--- config.mk ---
export PLATFORM = sky130hd
export DESIGN_NAME = cpu_ldst_bridge_flat
export DESIGN_NICKNAME = d
export VERILOG_FILES = /design/src/rtl/cpu_ldst_bridge_if.sv /design/src/rtl/cpu_ldst_bridge.sv /design/src/flat_wrapper.sv
export SDC_FILE = /design/constraint.sdc
export NUM_CORES = 1
export LEC_CHECK = 0
export BUFFER_PORTS_ARGS = -buffer_cell sky130_fd_sc_hd__buf_2
export CAP_MARGIN = 20
export CORE_MARGIN = 2
export CORE_UTILIZATION = 40
export CTS_CLUSTER_DIAMETER = 80
export DETAILED_ROUTE_END_ITERATION = 10
export HOLD_SLACK_MARGIN = 0.15
export PLACE_DENSITY_LB_ADDON = 0.25
export SYNTH_ARGS = -nofsm -noshare
export SYNTH_HDL_FRONTEND = slang
export SYNTH_SLANG_ARGS = --single-unit
--- constraint.sdc ---
create_clock -name clk -period 3.6 [get_ports clk]
set_clock_uncertainty 0.15 [all_clocks]
set_input_delay 0 -clock clk [delete_from_list [all_inputs] [get_ports clk]]
set_output_delay 0 -clock clk [all_outputs]
set_load 0.03 [all_outputs]
--- src/rtl/cpu_ldst_bridge_if.sv ---
// CPU load/store and RAM-side signal bundle for cpu_ldst_bridge.
// The slave modport is the bridge's view; master is the CPU/RAM environment.
interface cpu_ldst_bridge_if #(
  parameter int unsigned RAM_AW = 15
);
  logic [15:0]       i_ldst_addr;
  logic              i_ldst_rd;
  logic              i_ldst_wr;
  logic [15:0]       i_ldst_wrdata;
  logic [15:0]       o_ldst_rddata;
  logic [RAM_AW-1:0] o_mem_addr;
  logic              o_mem_rd;
  logic              o_mem_wr;
  logic [15:0]       o_mem_wrdata;
  logic [15:0]       i_mem_rddata;

  modport slave (
    input  i_ldst_addr, i_ldst_rd, i_ldst_wr, i_ldst_wrdata, i_mem_rddata,
    output o_ldst_rddata, o_mem_addr, o_mem_rd, o_mem_wr, o_mem_wrdata
  );

  modport master (
    output i_ldst_addr, i_ldst_rd, i_ldst_wr, i_ldst_wrdata, i_mem_rddata,
    input  o_ldst_rddata, o_mem_addr, o_mem_rd, o_mem_wr, o_mem_wrdata
  );
endinterface

--- src/rtl/cpu_ldst_bridge.sv ---
// Load/store bridge: RAM pass-through plus LED, HEX, switch and timer registers.
// Timer is included only when CPU_LDST_BRIDGE_TIMER_EN is defined.
module cpu_ldst_bridge #(
  parameter int unsigned RAM_AW = 15,
  parameter int unsigned SW_W   = 10
) (
  input  logic            clk,
  input  logic            reset,
  cpu_ldst_bridge_if.slave bus,
  input  logic [SW_W-1:0] i_sw,
  output logic [SW_W-1:0] o_leds,
  output logic [15:0]     o_hex,
  output logic            o_timer_irq
);
  localparam int unsigned DW = 16;

  typedef enum logic [2:0] {
    SEL_NONE, SEL_RAM, SEL_LED, SEL_HEX, SEL_SW, SEL_TCTRL, SEL_TLOAD, SEL_TCOUNT
  } sel_e;

  typedef enum logic [1:0] {RD_NONE, RD_RAM, RD_PERIPH} rd_e;

  sel_e            sel_c;
  logic            rd_go_c;
  logic            wr_go_c;
  logic [DW-1:0]   periph_c;
  rd_e             rd_q;
  logic [DW-1:0]   prd_q;
  logic [SW_W-1:0] led_q;
  logic [DW-1:0]   hex_q;
  logic [SW_W-1:0] sw_s1;
  logic [SW_W-1:0] sw_s2;

  // A simultaneous read and write is treated as a write only
  assign rd_go_c = bus.i_ldst_rd & ~bus.i_ldst_wr;
  assign wr_go_c = bus.i_ldst_wr;

  always_comb begin
    sel_c = SEL_NONE;
    if (!bus.i_ldst_addr[15]) begin
      sel_c = SEL_RAM;
    end else begin
      case (bus.i_ldst_addr)
        16'hA000: sel_c = SEL_LED;
        16'hB000: sel_c = SEL_HEX;
        16'hC000: sel_c = SEL_SW;
`ifdef CPU_LDST_BRIDGE_TIMER_EN
        16'hD000: sel_c = SEL_TCTRL;
        16'hD002: sel_c = SEL_TLOAD;
        16'hD004: sel_c = SEL_TCOUNT;
`endif
        default:  sel_c = SEL_NONE;
      endcase
    end
  end

  assign bus.o_mem_addr   = bus.i_ldst_addr[RAM_AW-1:0];
  assign bus.o_mem_rd     = (sel_c == SEL_RAM) && rd_go_c;
  assign bus.o_mem_wr     = (sel_c == SEL_RAM) && wr_go_c;
  assign bus.o_mem_wrdata = bus.i_ldst_wrdata;

`ifdef CPU_LDST_BRIDGE_TIMER_EN
  logic          t_en;
  logic          t_reload;
  logic          t_flag;
  logic [DW-1:0] t_load;
  logic [DW-1:0] t_count;
  logic          tick_c;
  logic          wr_tctrl_c;
  logic          wr_tload_c;

  assign tick_c     = t_en && (t_count == DW'(1));
  assign wr_tctrl_c = wr_go_c && (sel_c == SEL_TCTRL);
  assign wr_tload_c = wr_go_c && (sel_c == SEL_TLOAD);

  // Countdown timer; later assignments give CPU writes precedence over the count path
  always_ff @(posedge clk or posedge reset) begin
    if (reset) begin
      t_en     <= 1'b0;
      t_reload <= 1'b0;
      t_flag   <= 1'b0;
      t_load   <= '0;
      t_count  <= '0;
    end else begin
      if (t_en && (t_count != '0)) begin
        if (tick_c) begin
          if (t_reload) begin
            t_count <= t_load;
          end else begin
            t_count <= '0;
            t_en    <= 1'b0;
          end
        end else begin
          t_count <= t_count - DW'(1);
        end
      end
      if (wr_tload_c) begin
        t_load <= bus.i_ldst_wrdata;
        if (!t_en) t_count <= bus.i_ldst_wrdata;
      end
      if (wr_tctrl_c) begin
        t_en     <= bus.i_ldst_wrdata[0];
        t_reload <= bus.i_ldst_wrdata[1];
      end
      // Terminal count beats a same-cycle write-1-to-clear
      if (tick_c) t_flag <= 1'b1;
      else if (wr_tctrl_c && bus.i_ldst_wrdata[2]) t_flag <= 1'b0;
    end
  end

  assign o_timer_irq = t_flag;
`else
  assign o_timer_irq = 1'b0;
`endif

  always_comb begin
    periph_c = '0;
    case (sel_c)
      SEL_LED:    periph_c = DW'(led_q);
      SEL_HEX:    periph_c = hex_q;
      SEL_SW:     periph_c = DW'(sw_s2);
`ifdef CPU_LDST_BRIDGE_TIMER_EN
      SEL_TCTRL:  periph_c = {13'd0, t_flag, t_reload, t_en};
      SEL_TLOAD:  periph_c = t_load;
      SEL_TCOUNT: periph_c = t_count;
`endif
      default:    periph_c = '0;
    endcase
  end

  // Request-cycle capture of read source and peripheral value
  always_ff @(posedge clk or posedge reset) begin
    if (reset) begin
      rd_q  <= RD_NONE;
      prd_q <= '0;
    end else begin
      prd_q <= '0;
      if (!rd_go_c || (sel_c == SEL_NONE)) begin
        rd_q <= RD_NONE;
      end else if (sel_c == SEL_RAM) begin
        rd_q <= RD_RAM;
      end else begin
        rd_q  <= RD_PERIPH;
        prd_q <= periph_c;
      end
    end
  end

  always_comb begin
    bus.o_ldst_rddata = '0;
    case (rd_q)
      RD_RAM:    bus.o_ldst_rddata = bus.i_mem_rddata;
      RD_PERIPH: bus.o_ldst_rddata = prd_q;
      default:   bus.o_ldst_rddata = '0;
    endcase
  end

  always_ff @(posedge clk or posedge reset) begin
    if (reset) begin
      led_q <= '0;
      hex_q <= '0;
      sw_s1 <= '0;
      sw_s2 <= '0;
    end else begin
      sw_s1 <= i_sw;
      sw_s2 <= sw_s1;
      if (wr_go_c && (sel_c == SEL_LED)) led_q <= bus.i_ldst_wrdata[SW_W-1:0];
      if (wr_go_c && (sel_c == SEL_HEX)) hex_q <= bus.i_ldst_wrdata;
    end
  end

  assign o_leds = led_q;
  assign o_hex  = hex_q;
endmodule

--- src/flat_wrapper.sv ---
// flat-port wrapper written by rule: the top's interface ports become plain ports
module cpu_ldst_bridge_flat 
#(
  parameter int unsigned RAM_AW = 15,
  parameter int unsigned SW_W   = 10
)
  (clk, reset, i_sw, o_leds, o_hex, o_timer_irq, bus_i_ldst_addr, bus_i_ldst_rd, bus_i_ldst_wr, bus_i_ldst_wrdata, bus_i_mem_rddata, bus_o_ldst_rddata, bus_o_mem_addr, bus_o_mem_rd, bus_o_mem_wr, bus_o_mem_wrdata);
  cpu_ldst_bridge_if #(.RAM_AW(RAM_AW)) bus_i ();
  input  logic clk;
  input  logic reset;
  input  logic [SW_W-1:0] i_sw;
  output logic [SW_W-1:0] o_leds;
  output logic [15:0] o_hex;
  output logic o_timer_irq;
  input wire logic [$bits(bus_i.i_ldst_addr)-1:0] bus_i_ldst_addr;
  input wire logic [$bits(bus_i.i_ldst_rd)-1:0] bus_i_ldst_rd;
  input wire logic [$bits(bus_i.i_ldst_wr)-1:0] bus_i_ldst_wr;
  input wire logic [$bits(bus_i.i_ldst_wrdata)-1:0] bus_i_ldst_wrdata;
  input wire logic [$bits(bus_i.i_mem_rddata)-1:0] bus_i_mem_rddata;
  output wire logic [$bits(bus_i.o_ldst_rddata)-1:0] bus_o_ldst_rddata;
  output wire logic [$bits(bus_i.o_mem_addr)-1:0] bus_o_mem_addr;
  output wire logic [$bits(bus_i.o_mem_rd)-1:0] bus_o_mem_rd;
  output wire logic [$bits(bus_i.o_mem_wr)-1:0] bus_o_mem_wr;
  output wire logic [$bits(bus_i.o_mem_wrdata)-1:0] bus_o_mem_wrdata;
  assign bus_i.i_ldst_addr = bus_i_ldst_addr;
  assign bus_i.i_ldst_rd = bus_i_ldst_rd;
  assign bus_i.i_ldst_wr = bus_i_ldst_wr;
  assign bus_i.i_ldst_wrdata = bus_i_ldst_wrdata;
  assign bus_i.i_mem_rddata = bus_i_mem_rddata;
  assign bus_o_ldst_rddata = bus_i.o_ldst_rddata;
  assign bus_o_mem_addr = bus_i.o_mem_addr;
  assign bus_o_mem_rd = bus_i.o_mem_rd;
  assign bus_o_mem_wr = bus_i.o_mem_wr;
  assign bus_o_mem_wrdata = bus_i.o_mem_wrdata;
  cpu_ldst_bridge #(.RAM_AW(RAM_AW), .SW_W(SW_W)) u_core (.clk(clk), .reset(reset), .bus(bus_i), .i_sw(i_sw), .o_leds(o_leds), .o_hex(o_hex), .o_timer_irq(o_timer_irq));
endmodule
# == After elaboration in Yosys (flattened, before gate mapping) ==
# Index checks and enable logic that the tools add are counted.
# word_totals
word_cells,32
out_inout_bits,76
inputBits,62
ff_bits,64
# op_classes
reduce_logical,7
n_eq_ne,9
mux,8
bitwise_logic,2
# op_table
operator,count
$eq 16x16->1 const B,3
$pmux 16 s3,1
$mux 16,2
$pmux 16 s2,1
$pmux 3 s3,1
$eq 3x2->1 const B,2
$logic_and 1x1->1,4
$mux 2,2
$eq 3x1->1 const B,1
$eq 3x3->1 const B,1
$logic_not 3->1,1
$mux 3,1
$eq 2x1->1 const B,1
$eq 2x2->1 const B,1
$and 1x1->1,1
$logic_not 1->1,1
$logic_or 1x1->1,1
$not 1->1,1

# == Depth between registers and ports, before layout ==
# logic_depth
depth_word,7
depth_mapped,6
depth_no_buf,4

# == Worst setup path before layout ==
# Ideal clock, no wire load.
# synth_path
kind,reg-to-output
start,reg u_core.rd_q[0]
end,out bus_o_ldst_rddata[10]
path_buffers,2
required_ns,3.450
setup_slack_ns,1.879
path_stages_with_launch,7
t_arrival_ns,1.571
path_cell_list,dfrtp_1 -> inv_1 -> ha_1 -> clkbuf_1 -> clkbuf_1 -> a22oi_1 -> nor2_1
# synth_via
elab_chain_cells,2
elab_cells_between_ends,3
classes_between,eq/ne (2); mux (1)
# synth_lines
item,line_no,rtl
from (decl),cpu_ldst_bridge.sv:27,rd_e rd_q;
from (signal assigned),cpu_ldst_bridge.sv:134,rd_q <= RD_NONE;
from (signal assigned),cpu_ldst_bridge.sv:139,rd_q <= RD_NONE;
from (signal assigned),cpu_ldst_bridge.sv:141,rd_q <= RD_RAM;
$eq 2x2->1 / $eq 2x1->1 (equally long branches),cpu_ldst_bridge.sv:151,case (rd_q)
$pmux 16 s2 *,cpu_ldst_bridge.sv:151,
to (decl),flat_wrapper.sv:20,output wire logic [$bits(bus_i.o_ldst_rddata)-1:0] bus_o_ldst_rddata;
# Every way passes the cells marked *; elsewhere a longest branch is shown, timed or not.

# == Worst setup path in the final report ==
# layout_path
start,in bus_i_ldst_addr[8]
end,reg u_core.prd_q[13]
# layout_via
elab_chain_cells,7
elab_cells_between_ends,14
classes_between,eq/ne (7); mux (5); reduce/logical (2)
# layout_lines
item,line_no,rtl
from (decl),flat_wrapper.sv:15,input wire logic [$bits(bus_i.i_ldst_addr)-1:0] bus_i_ldst_addr;
$eq 16x16->1,cpu_ldst_bridge.sv:43,case (bus.i_ldst_addr)
$pmux 3 s3 *,cpu_ldst_bridge.sv:43,
$mux 3 *,cpu_ldst_bridge.sv:40,if (!bus.i_ldst_addr[15]) begin
$eq 3x3->1 / $eq 3x2->1 (equally long branches),cpu_ldst_bridge.sv:118,case (sel_c)
$pmux 16 s3,cpu_ldst_bridge.sv:118,
$mux 16,cpu_ldst_bridge.sv:140,end else if (sel_c == SEL_RAM) begin
$mux 16 *,cpu_ldst_bridge.sv:138,if (!rd_go_c || (sel_c == SEL_NONE)) begin
to (signal assigned),cpu_ldst_bridge.sv:144,prd_q <= periph_c;
to (decl),cpu_ldst_bridge.sv:28,logic [DW-1:0] prd_q;
# Marks and branches as above.
# A chain may end at the register's enable or synchronous reset.

==> reports/summary.txt <==
==========================================================================================
Result of the run                                                             finished clean
Capturing element type of the critical path                                       register
Accumulated negative setup slack                                                      0 ns
Synth Net Count                                                                        285
Number of endpoints failing setup at the final stage                                     0
Area fraction in compound gates after synthesis                                    0.08112
Sw Ratio                                                                            0.2351
Critical path, cell by cell                                                   dlygate4sd3_1, buf_2, nor4b_4, dlygate4sd3_1, nand2_1, dlygate4sd3_1, nor4_1, dlygate4sd3_1, and2_1
Max Transition Viols Final                                                               0
IO Count                                                                               138
Core region area                                                              0.006756 mm2
Shortest clock period the worst path allows after layout                          3.238 ns
Yosys warnings                                                                           0
NetSw                                                                            0.3950 mW
CP peak stage delay                                                                0.69 ns
Unrepaired setup endpoints after global routing                                      false
Combinational fraction of design power                                               0.115
Sequential share of power                                                            0.437
Most used DFF post-synth                                                      sky130_fd_sc_hd__dfrtp_1
Transition time at the pin with the least slew margin                            0.6284 ns
Final Hold Slack                                                                 0.2002 ns
Post-synthesis instance total                                                          221
Power density over cell area                                                  405.4 mW/mm2
Number of enable flip-flop cells after synthesis                                         0
Clock-pin slew on the worst setup and hold paths                                   0.08 ns
Critical-path maximum fanout                                                             6
Grt peak-use layer                                                                    met2
Sequential area share after synthesis                                               0.5768
Average via count per standard cell                                                  4.869
Share of synthesized cell area in full adder, half adder and majority cells       0.009013
Maximum root-to-sink buffer count                                                        2
Post-synthesis to final-layout area growth                                          49.26%
Number of global-route vias before repair                                             2297
CTS root buf                                                                  sky130_fd_sc_hd__clkbuf_8
Met1 GRT Util                                                                       0.2243
Die ar.                                                                       0.007623 mm2
GRT met2 Usage                                                                      0.3168
Via total after detailed routing                                                      2308
Data arrival at the endpoint of the critical path                                  3.36 ns
Achievable Freq                                                                 0.3089 GHz
Overall routing resource usage                                                      0.1875
Die extent in y                                                                   87.31 um
TritonCTS clock tree                                                                   yes
Classification of the worst-slack hold path                                   register to register
Wire length of the first global-routing pass                                      10.74 mm
Port Buf Inserts                                                                       136
Number of violations of the max-capacitance limit                                        0
Wire length per cell                                                              14.74 um
Max H-tree Level                                                                         3
Worst path required time                                                           3.73 ns
Final weighted congestion in routability-driven placement                           0.7844
Starting density of the core                                                        0.4109
Final clock period utilization by the worst path                                    0.8994
Number of nets in the finished design                                                  453
Count of distinct cell types in the synthesized netlist                                 27
Placed wire-length estimate after detailed placement                              4.444 mm
Drc violations                                                                           0
Layout cells sized above 1                                                          0.4695
Clock latency of the later-clocked register in the worst-skew pair                 0.33 ns
Maximum resistive drop on vdd                                                  0.0002912 V
Number of placement rows                                                                30
Xor-xnor portion of the synthesized cell area                                            0
Area fraction of the dominant cell type after synthesis                             0.5768
Share of power burned in the clock network                                           0.448
Largest family of logic cells by synthesized area                             buffers and inverters
Area of the mapped netlist                                                    0.002776 mm2
Crit start category                                                              input pin
Post-placement cell area                                                      0.003276 mm2
Most numerous cell types in the synthesized netlist                           sky130_fd_sc_hd__dfrtp_1 (64), sky130_fd_sc_hd__buf_4 (33), sky130_fd_sc_hd__nor2_1 (27), sky130_fd_sc_hd__mux2_2 (25), sky130_fd_sc_hd__a22oi_1 (16)
Buffers and inverters on the worst path                                                  5
Maximum number of pins on one net before global-route repair                            34
Internal portion of total power                                                   1.285 mW
Slew Limit Headroom                                                                 0.5805
Lkg Pwr                                                                           2.128 nW
Library cell with the largest summed area after synthesis                     sky130_fd_sc_hd__dfrtp_1
Final count of hold timing violations                                                    0
Dominant cells by area after synthesis                                        sky130_fd_sc_hd__dfrtp_1 (58%), sky130_fd_sc_hd__mux2_2 (10%), sky130_fd_sc_hd__buf_4 (8.9%)
Finished layout cell area                                                     0.004144 mm2
Mean instance size in the synthesized netlist                                    12.56 um2
Multiplexer share of the synthesized area                                           0.1055
Routed wire length                                                                6.988 mm
Async set-or-reset flop fraction in the synthesized netlist                          1.000
Number of clock buffers inserted by TritonCTS                                            9
Family with the most delay on the worst path                                  buffers and inverters
Die W                                                                             87.31 um
Final antenna-violating net count                                                        0
Slowest cell on the critical path                                             sky130_fd_sc_hd__dlygate4sd3_1
Grt total ovfl                                                                           0
Simple logic cell fraction of the synthesized area                                  0.1113
Antenna violations before repair                                                         0
Post-CTS Repair Setup Buffers                                                            0
Met3 routing resource usage after global routing                                   0.04455
Number of iterations in the first detailed-routing pass                                  5
Most common cell in the synthesized netlist                                   sky130_fd_sc_hd__dfrtp_1
Synthesis-stage register bit count                                                      64
DR iter-0 viols                                                                        110
Share of the core filled with cells                                                 0.6133
Number of clock sinks                                                                   64
Diode insertion count for antenna repair                                                 0
CP Class                                                                      input pin to register
Most used cell, CP                                                            sky130_fd_sc_hd__dlygate4sd3_1
==========================================================================================
sequential cells by signal (all words and copies together) (netlist names):
signal and flops:
u_core.rd_q 2, u_core.o_leds 10, u_core.prd_q 16, u_core.sw_s1 10
u_core.sw_s2 10, u_core.o_hex 16
final cells by class:
class | count | area, um2
clock buffer | 9 | 123.9
clock inverter | 7 | 123.9
fill | 589 | 2613
inverter | 4 | 15.01
multi-input combinational | 109 | 855.8
sequential | 64 | 1602
tap | 80 | 100.1
timing repair buffer | 201 | 1324
routing by layer:
metal	routed length [um]	part of all wire	up-vias
met3	348	0.050	10
met4	123	0.018	0
met1	2826	0.40	1119
met2	3689	0.53	95
met5	0	0	-
li1	-	-	1084
power groups by stage:
stage / clock network [mW] / registers (mW) / logic (mW)
final: 0.753 / 0.733 / 0.193
after global routing: 0.812 / 0.734 / 0.208
after CTS: 0.776 / 0.733 / 0.191
after detailed placement: 0 / 0.747 / 0.145
after global placement: 0 / 0.747 / 0.143
after floorplan: 0 / 0.747 / 0.101
final timing paths:
kind | startpoint | to | slack, ns | cells after the start
max reg2reg | u_core.o_hex[14] | u_core.o_hex[14] | 2.10 | 2
max | bus_i_ldst_addr[8] | u_core.prd_q[13] | 0.36 | 9
min | u_core.sw_s1[6] | u_core.sw_s2[6] | 0.20 | 0
max in group asynchronous | reset | u_core.sw_s2[7] | 1.73 | 5
min in group asynchronous | reset | u_core.o_hex[5] | 0.69 | 4
min reg2reg | u_core.sw_s1[6] | u_core.sw_s2[6] | 0.20 | 0
stage by stage:
step / instances / setup slack, ns / power, mW
detailed placement: 396 / 1.767 / 0.8920
finish: 474 / 0.3622 / 1.680
global placement: 396 / 1.779 / 0.8905
floorplan: 221 / 1.852 / 0.8477
global route: 474 / 0.2437 / 1.755
CTS: 474 / 0.4202 / 1.700
logic make-up after synthesis:
kind of cell / count (synthesis)
and+or+nand+nor: 53
adders and majority gates: 2
buffers and inverters: 48
DFF: 64
muxes: 26
AOI/OAI and AO/OA: 27
other: 1
what timing repair did:
item                                    4_1_cts  5_1_grt
endpoints found under the hold margin       115        0
hold buffers                                 62        0
gates resized for setup                       0        0
endpoints found under the setup margin        0        0
placed cells by master, fill, tap and decap left out, types with 2 or more instances in the layout:
cell type,n
sky130_fd_sc_hd__dlygate4sd3_1,62
sky130_fd_sc_hd__nor2_1,27
sky130_fd_sc_hd__bufinv_16,3
sky130_fd_sc_hd__mux2_2,25
sky130_fd_sc_hd__nor3b_1,4
sky130_fd_sc_hd__and2_1,7
sky130_fd_sc_hd__nor2b_1,2
sky130_fd_sc_hd__inv_6,3
sky130_fd_sc_hd__dfrtp_1,64
sky130_fd_sc_hd__ha_1,2
sky130_fd_sc_hd__a222oi_1,10
sky130_fd_sc_hd__buf_2,136
sky130_fd_sc_hd__clkbuf_8,9
sky130_fd_sc_hd__inv_1,3
sky130_fd_sc_hd__nand2_1,3
sky130_fd_sc_hd__buf_4,3
sky130_fd_sc_hd__a22oi_1,16
(Power assumes the default switching activity.)
